--- src/rtl/sram_port_responder_pkg.sv ---
// Shared definitions for the fetch/data port FSM and the byte RAM core.
// Holds the state encoding, port address widths and the default protected-region base.
package sram_port_responder_pkg;

    localparam int IADDR_W = 8;
    localparam int DADDR_W = 9;
    localparam int DATA_W  = 8;
    localparam int unsigned PROT_BASE_DEF = 32;

    typedef enum logic [2:0] {
        IDLE  = 3'd0,
        IF_LO = 3'd1,
        IF_HI = 3'd2,
        D_RD  = 3'd3,
        D_WR  = 3'd4,
        ACK   = 3'd5
    } state_t;

    function automatic logic addr_ok(input logic [DADDR_W-1:0] a, input int unsigned depth);
        return 32'(a) < depth;
    endfunction

endpackage

--- src/rtl/sram_8bit_core.sv ---
// DEPTH x 8 single-port synchronous RAM; reads return data one cycle after en.
// No backpressure: every enabled cycle performs exactly one read or write.
module sram_8bit_core
    import sram_port_responder_pkg::*;
#(
    parameter int unsigned DEPTH = 512
) (
    input  logic               clk,
    input  logic               en,
    input  logic               we,
    input  logic [DADDR_W-1:0] addr,
    input  logic [DATA_W-1:0]  wdata,
    output logic [DATA_W-1:0]  rdata
);

    logic [DATA_W-1:0] mem [DEPTH];

    always_ff @(posedge clk) begin
        if (en) begin
            if (we) begin
                mem[addr] <= wdata;
            end else begin
                rdata <= mem[addr];
            end
        end
    end

endmodule

--- src/rtl/sram_port_responder.sv ---
// Arbitrates an instruction-fetch port and a byte data port onto one byte RAM.
// Fetch acks 3 edges after acceptance, data 2; requests are held until ack. SRAM_WPROT_EN: write protect.
module sram_port_responder
    import sram_port_responder_pkg::*;
#(
    parameter int unsigned DEPTH     = 512,
    parameter int unsigned PROT_BASE = PROT_BASE_DEF
) (
    input  logic               clk,
    input  logic               rst_n,
    input  logic               i_req,
    input  logic [IADDR_W-1:0] i_addr,
    output logic [15:0]        i_data,
    output logic               i_ack,
    input  logic               d_req,
    input  logic               d_we,
    input  logic [DADDR_W-1:0] d_addr,
    input  logic [DATA_W-1:0]  d_wdata,
    output logic [DATA_W-1:0]  d_rdata,
    output logic               d_ack,
    output logic               d_err
);

    state_t state, next;

    logic [IADDR_W-1:0] fa_q;
    logic [DADDR_W-1:0] da_q;
    logic [DATA_W-1:0]  dw_q;
    logic [DATA_W-1:0]  lo_q;

    logic               ram_en, ram_we;
    logic [DADDR_W-1:0] ram_addr;
    logic [DATA_W-1:0]  ram_rdata;
    logic               wprot;

    logic [DADDR_W-1:0] lo_addr, hi_addr;
    assign lo_addr = {fa_q, 1'b0};
    assign hi_addr = {fa_q, 1'b1};

`ifdef SRAM_WPROT_EN
    assign wprot = 32'(da_q) >= PROT_BASE;
`else
    logic unused_prot;
    assign wprot       = 1'b0;
    assign unused_prot = ^PROT_BASE;
`endif

    always_ff @(posedge clk) begin
        if (!rst_n) begin
            state <= IDLE;
        end else begin
            state <= next;
        end
    end

    // The RAM read for the first byte is issued on the accepting edge so the
    // data is already on ram_rdata during the following state.
    always_comb begin
        next     = state;
        ram_en   = 1'b0;
        ram_we   = 1'b0;
        ram_addr = da_q;
        case (state)
            IDLE: begin
                if (d_req) begin
                    next     = d_we ? D_WR : D_RD;
                    ram_addr = d_addr;
                    ram_en   = !d_we && addr_ok(d_addr, DEPTH);
                end else if (i_req) begin
                    next     = IF_LO;
                    ram_addr = {i_addr, 1'b0};
                    ram_en   = addr_ok({i_addr, 1'b0}, DEPTH);
                end
            end
            IF_LO: begin
                next     = IF_HI;
                ram_addr = hi_addr;
                ram_en   = addr_ok(hi_addr, DEPTH);
            end
            IF_HI: next = ACK;
            D_RD:  next = ACK;
            D_WR: begin
                next     = ACK;
                ram_addr = da_q;
                // A reset landing on the write edge must leave the array untouched.
                ram_en   = rst_n && addr_ok(da_q, DEPTH) && !wprot;
                ram_we   = ram_en;
            end
            ACK:     next = IDLE;
            default: next = IDLE;
        endcase
    end

    always_ff @(posedge clk) begin
        if (!rst_n) begin
            i_ack   <= 1'b0;
            d_ack   <= 1'b0;
            d_err   <= 1'b0;
            i_data  <= '0;
            d_rdata <= '0;
            fa_q    <= '0;
            da_q    <= '0;
            dw_q    <= '0;
            lo_q    <= '0;
        end else begin
            i_ack <= 1'b0;
            d_ack <= 1'b0;
            d_err <= 1'b0;
            case (state)
                IDLE: begin
                    if (d_req) begin
                        da_q <= d_addr;
                        dw_q <= d_wdata;
                    end else if (i_req) begin
                        fa_q <= i_addr;
                    end
                end
                IF_LO: lo_q <= addr_ok(lo_addr, DEPTH) ? ram_rdata : '0;
                IF_HI: begin
                    i_data <= {(addr_ok(hi_addr, DEPTH) ? ram_rdata : 8'h00), lo_q};
                    i_ack  <= 1'b1;
                end
                D_RD: begin
                    d_rdata <= addr_ok(da_q, DEPTH) ? ram_rdata : '0;
                    d_ack   <= 1'b1;
                end
                D_WR: begin
                    d_ack <= 1'b1;
                    d_err <= wprot;
                end
                default: ;
            endcase
        end
    end

    sram_8bit_core #(.DEPTH(DEPTH)) u_core (
        .clk   (clk),
        .en    (ram_en),
        .we    (ram_we),
        .addr  (ram_addr),
        .wdata (dw_q),
        .rdata (ram_rdata)
    );

endmodule

--- config.mk ---
export PLATFORM = sky130hd
export DESIGN_NAME = sram_port_responder
export DESIGN_NICKNAME = d
export VERILOG_FILES = /design/src/rtl/sram_port_responder_pkg.sv /design/src/rtl/sram_8bit_core.sv /design/src/rtl/sram_port_responder.sv
export SDC_FILE = /design/constraint.sdc
export NUM_CORES = 2
export LEC_CHECK = 0
export BUFFER_PORTS_ARGS = -buffer_cell sky130_fd_sc_hd__buf_4
export CAP_MARGIN = 10
export CORE_UTILIZATION = 40
export CTS_BUF_LIST = sky130_fd_sc_hd__clkbuf_16
export DETAILED_ROUTE_END_ITERATION = 10
export GPL_TIMING_DRIVEN = 0
export HOLD_SLACK_MARGIN = 0.15
export REMOVE_ABC_BUFFERS = 1
export SYNTH_ARGS = -nofsm -noshare
export SYNTH_HDL_FRONTEND = slang
export SYNTH_SLANG_ARGS = --single-unit
--- constraint.sdc ---
create_clock -name clk -period 18.8 [get_ports clk]
set_input_delay 0.94 -clock clk [delete_from_list [all_inputs] [get_ports clk]]
set_output_delay 0.94 -clock clk [all_outputs]
set_load 0.02 [all_outputs]
---- Yosys cells after proc, flatten, opt, wreduce, memory -nomap -nowiden ----
Memory sizes are Yosys's and may differ from the RTL's. A register that Yosys moved wholly into a read port is not among the register bits.
Cells that the tools add are included.
storage, ports and cells
  flip-flop bits (word level) ............. 62
  RAM bits ................................ 4096
  bits of input ports ..................... 30
  output and inout bits ................... 27
  word-level logic and storage cells ...... 40
  memories kept ........................... 1
cells by class
  eq/ne operators ......................... 5
  multiplexer cells ....................... 16
  bitwise logic cells ..................... 2
  reductions and logical operators ........ 7
memory list
  name        words  bits a word  rd ports  clocked after Yosys merged registers in  write ports  RTL line              RTL
  u_core.mem  512    8            1         1                                        1            sram_8bit_core.sv:16  logic [DATA_W-1:0] mem [DEPTH];
operators by type and width
  cell                                                 number
  two-way mux 9 bit                                    2
  case mux 9 bit (2 select lines)                      1
  two-way mux 3 bit                                    3
  case mux 3 bit (3 select lines)                      1
  two-way mux 1 bit                                    8
  equality test 3 x 2 -> 1 bit, second input constant  2
  AND reduction 2 bit                                  2
  equality test 3 x 1 -> 1 bit, second input constant  1
  equality test 3 bit, second input constant           1
  logical NOT 3 bit                                    1
  inequality test 3 bit, second input constant         1
  case mux 1 bit (3 select lines)                      1
  AND reduction 3 bit                                  1
  OR reduction 3 bit                                   1
  inverter 1 bit                                       2
  OR reduction 2 bit                                   1
  logical NOT 1 bit                                    1

---- Logic depth before layout (Yosys ltp) ----
  word-level depth ........................ 5
  depth in mapped cells ................... 18
  mapped depth without buffers ............ 10

---- By module ----
Synthesis repeated with hierarchy kept, for this count alone.
second synthesis, totals
  cells, all modules ...................... 7857
  area, all modules ....................... 161846.5 µm²
by module, submodules not included
  module               times used  cells each  area each (µm²)  sequential area each (µm²)
  sram_8bit_core       1           7539        159231.5         123238.2
  sram_port_responder  1           318         2615.0           1241.2

---- Worst setup path after synthesis ----
Ideal clock, no wire load.
  kind .................................... register to register
  start ................................... register dw_q[0]
  end ..................................... memory u_core.mem[0][0] (data pin)
  setup time .............................. 1.509 ns
  data arrival time ....................... 6.514 ns
  required time ........................... 17.291 ns
  path slack .............................. 10.777 ns
  cell stages (with the launch flop) ...... 1
  buffers on the path ..................... 0
  period minus slack after synthesis ...... 8.023 ns
  cell sequence ........................... dfxtp_1
RTL lines
  item                    RTL line                    RTL
  start, declared         sram_port_responder.sv:28   logic [DATA_W-1:0] dw_q;
  start signal, assigned  sram_port_responder.sv:113  dw_q <= d_wdata;
  end, declared           sram_8bit_core.sv:16
No word-level cell before the write port.

---- Worst setup path in the final report ----
  start ................................... register state[1]
  end ..................................... register u_core.rdata[0], read port of u_core.mem (data pin)
on the way
  cells in the longest elaborated chain, start to end .. 4
  elaborated cells between the ends (all ways) .. 8
  classes of those cells .................. eq/ne (2); mux (3); bitwise (1); reduce/logical (2)
RTL lines
  item                                                         RTL line                   RTL
  start, declared                                              sram_port_responder.sv:24  state_t state, next;
  start signal, assigned                                       sram_port_responder.sv:52  state <= next;
  branches (longest 4 deep; another with equality test 3 bit)  -
  end, declared                                                sram_8bit_core.sv:13       output logic [DATA_W-1:0] rdata
Several ways; the timed one is not identified.
A chain may end at the register's enable or synchronous reset.

==> flow_summary.ini <==
[cts]
clock_sinks = 4166
clkSlewWorstSetupHoldPaths_ns = 0.06
cts_buffers = 420
cts-root-buf = clkbuf_16
clock_path_buffers = 4
htree_levels = 5
tritoncts = done
clock_latency_ns = 0.99

[detailed_routing]
drtIter0Drc = 15203
wl_mm = 521
vias = 92079
drc = 0
vias_per_cell = 6.19
wl_per_cell_um = 35.0
ant_nets = 0
dr.pass1.iters = 6

[yosys]
yosys_warnings = 0
synth_top_flop_cell = edfxtp_1
synthArstFlopShare = 0
yosysUniqueCellTypes = 85
ys_ff_latch = 4166
ys_seq_area_frac = 0.767
avgSynthCellArea_sq_um = 18.4
synth_edf_count = 4104
syn_area_sq_um = 162000
synth_cells = 8822

[grt]
grt_pass1_wl_mm = 713
globalRouteOverflowTotal = 0
antenna_found_initial = 60
grt_max_degree = 93
track_usage = 0.250
grt_pass1_vias = 87908

[hold_path]
hold_path_end = dw_q[1]
min-delay-start = d_wdata[1]
min_delay_path_depth = 3
hold_path.class = input pin to flip-flop

[worst_setup_path]
crit_required_ns = 19.45
arrival_ns = 9.73
crit_path_start_kind = flip-flop
worstRegToRegCells = 15
cp-end-kind = flip-flop
rrSetupSlack_ns = 9.72
crit-reg2reg-launch = state[1]
r2r-end = u_core.rdata[0]
worstPathMaxFanout = 53
path_class = flip-flop to flip-flop

[pwr]
seq_power_share = 0.472
p_comb_frac = 0.161
pwr-share-clk = 0.367
switching_power_mw = 5.90
p_int_mw = 16.0
netSwitchingFraction = 0.269
p_per_area_nw_per_um2 = 117
ir_worst_vdd_v = 0.0000746
leakagePower_nw = 58.0

[sta]
hold_viol = 0
worst_pin_slew_ns = 1.53
relSlewSlack = -0.0192
setup_viol_count_final = 0
rsz0062_at_grt = no
slew_violations = 1
period_minus_slack_ns = 9.08
fin_setup_tns_ns = 0
fin_worst_skew_ns = 0.0567
fmax_ghz = 0.110
period_share = 0.483

[die]
num_rows = 233
die_x_um = 639
num_io_pins = 57
die_area_sq_um = 408000
die_y_um = 639
start_util = 0.403
core_sq_um = 403000

[placement]
io_buffers = 55
gp_congestion = 0.847
place_area_sq_um = 174000
dp_hpwl_mm = 344

[layout]
drive_above_1_share = 0.194
finalNetCount = 9113
areaGrowthSynthToFinish_pct = 15.5
stdcell_area_sq_um = 187000

[status]
status = finished with violations
failed_checks = max-slew violations

[job]
drv_cap = 0
==> Yosys cell counts, types with 7 or more instances <==
cell       count  area [sq um]
mux4_2       707         15900
nand3_1      222          1110
a22o_1        18           158
o21ai_0       55           275
buf_4         50           375
o2111ai_1     22           193
nor4_1        53           332
buf_2        211          1060
o22ai_1       86           538
a22oi_1      147          1100
nor2_2         7          43.8
o31ai_1        7          52.6
o211ai_1       8          60.1
buf_1         78           293
a211oi_1      50           375
a221oi_1      24           210
a32oi_1       48           420
a311oi_1      39           342
clkbuf_1     189           709
nor2_1       610          2290
dfxtp_1       62          1240
nand3b_1       9          67.6
and3_1        47           294
a31oi_1       53           332
nand4_1       54           338
mux2_2        10           113
nor3_1        51           255
a32o_1        13           130
mux2i_1      305          3050
o221ai_1      10          87.6
nand2_1      981          3680
and4_1        18           158
buf_6         39           439
a221o_1       11           110
a2111oi_0     24           210
edfxtp_1    4104        123000
a21oi_1      261          1310
and2_1        12          75.1
==> power by group through the flow <==
stage          clock, mW  sequential, mW  combinational (mW)
6_report            8.03            10.3                3.54
5_1_grt             8.40            10.3                3.60
4_1_cts             8.07            10.3                3.47
3_5_place_dp           0            10.5                3.46
3_3_place_gp           0            11.0                4.51
2_1_floorplan          0            10.7                2.61
==> flip-flops by register name (all words and copies together), names as in the netlist <==
| signal | cells |
|---|---|
| u_core.mem | 4096 |
| lo_q | 8 |
| i_ack | 1 |
| u_core.rdata | 8 |
| dw_q | 8 |
| da_q | 9 |
| fa_q | 8 |
| state | 3 |
| i_data | 16 |
| d_ack | 1 |
| d_rdata | 8 |
==> worst max path at each step <==
stage,cells after the start,endpoint,from,slack (ns)
3_3_place_gp,10,u_core.rdata[5],d_req,-79.51
3_5_place_dp,18,u_core.rdata[0],d_req,9.98
5_1_grt,17,u_core.rdata[0],state[0],9.70
4_1_cts,15,u_core.rdata[0],state[1],10.10
6_report,15,u_core.rdata[0],state[1],9.72
2_1_floorplan,10,u_core.rdata[1],d_req,-13.50
==> cells in the final DEF, fill, tap and decap left out, drive strengths merged, types with 9 or more instances in the layout <==
master | synthesis | routed
a22o | 18 | 18
nor4 | 56 | 56
nand4 | 54 | 54
nor3 | 54 | 54
a221oi | 31 | 31
a211oi | 50 | 50
diode | 0 | 39
a31oi | 53 | 53
o21ai | 57 | 57
o2111ai | 22 | 22
clkbuf | 189 | 426
nand2 | 983 | 983
mux2i | 305 | 305
a311oi | 39 | 39
bufinv | 0 | 29
a221o | 11 | 11
and3 | 47 | 47
edfxtp | 4104 | 4104
mux4 | 709 | 709
inv | 2 | 106
and2 | 12 | 12
nand3b | 9 | 9
clkinvlp | 0 | 12
a22oi | 147 | 147
and4 | 18 | 18
clkinv | 0 | 194
o221ai | 10 | 10
o22ai | 86 | 86
nand3 | 227 | 227
a21oi | 261 | 261
a2111oi | 26 | 26
buf | 385 | 409
a32o | 13 | 13
mux2 | 10 | 10
a32oi | 48 | 48
nor2 | 621 | 621
dfxtp | 62 | 62
==> repair_timing <==
action / in CTS / in global routing
setup endpoints to repair: 0 / 0
hold endpoints to repair: 2 / 0
hold buffers: 2 / 0
resized for setup: 0 / 0
buffers inserted: 0 / 0
==> final cells by class <==
type / instances / area (sq um)
diodes: 39 / 97.6
repair buffers: 413 / 7480
fillers: 33276 / 216000
multi-input cells: 4080 / 35500
inverters: 2 / 7.51
flip-flops and latches: 4166 / 125000
clock inverters: 339 / 2430
well taps: 5405 / 6760
clock buffers: 425 / 10600
==> routing by layer <==
metal / up-vias / track usage / part of all wire
met2: 6548 / 0.367 / 0.44
met1: 48272 / 0.348 / 0.37
met4: 33 / 0.113 / 0.051
met5: - / 0.000118 / 0.00050
met3: 1040 / 0.0706 / 0.13
li1: 36186 / - / -
==> worst max-delay path, stage by stage, from the launching register on <==
cell       delay (ns)
dfxtp_1          0.54
or2_1            0.73
a21o_2           0.80
nand3_4          0.90
buf_16           0.53
buf_16           0.25
buf_16           0.27
buf_16           0.24
buf_16           0.27
mux2i_1          0.35
o22ai_1          0.15
a22oi_1          0.22
a21oi_1          0.28
nor4_1           1.11
o2111ai_1        0.92
or4_1            0.91
==> through the flow <==
step / cells / worst slack [ns] / power [mW] / hold WS, ns / util
2_1_floorplan: 8248 / -13.50 / 13.3 / 0.431 / -
3_3_place_gp: 13708 / -79.51 / 15.5 / 0.442 / 0.413
6_report: 14869 / 9.72 / 21.9 / 0.218 / 0.465
5_1_grt: 14832 / 9.70 / 22.3 / 0.199 / 0.465
4_1_cts: 14827 / 10.10 / 21.9 / 0.151 / 0.464
3_5_place_dp: 14061 / 9.98 / 14.0 / 0.450 / 0.432
==> kinds of logic (layout without fill, tap and decap cells) <==
kind of cell           count (synthesis)  count (layout)  share of synthesized area
AND/OR/NAND/NOR                     2105            2105                     0.0556
other                                  1              40                  0.0000231
AO/OA/AOI/OAI                        950             950                     0.0410
flip-flops                          4166            4166                      0.767
multiplexers                        1024            1024                      0.118
buffers and inverters                576            1179                     0.0184
No activity file was read; power rests on OpenSTA's default activity.
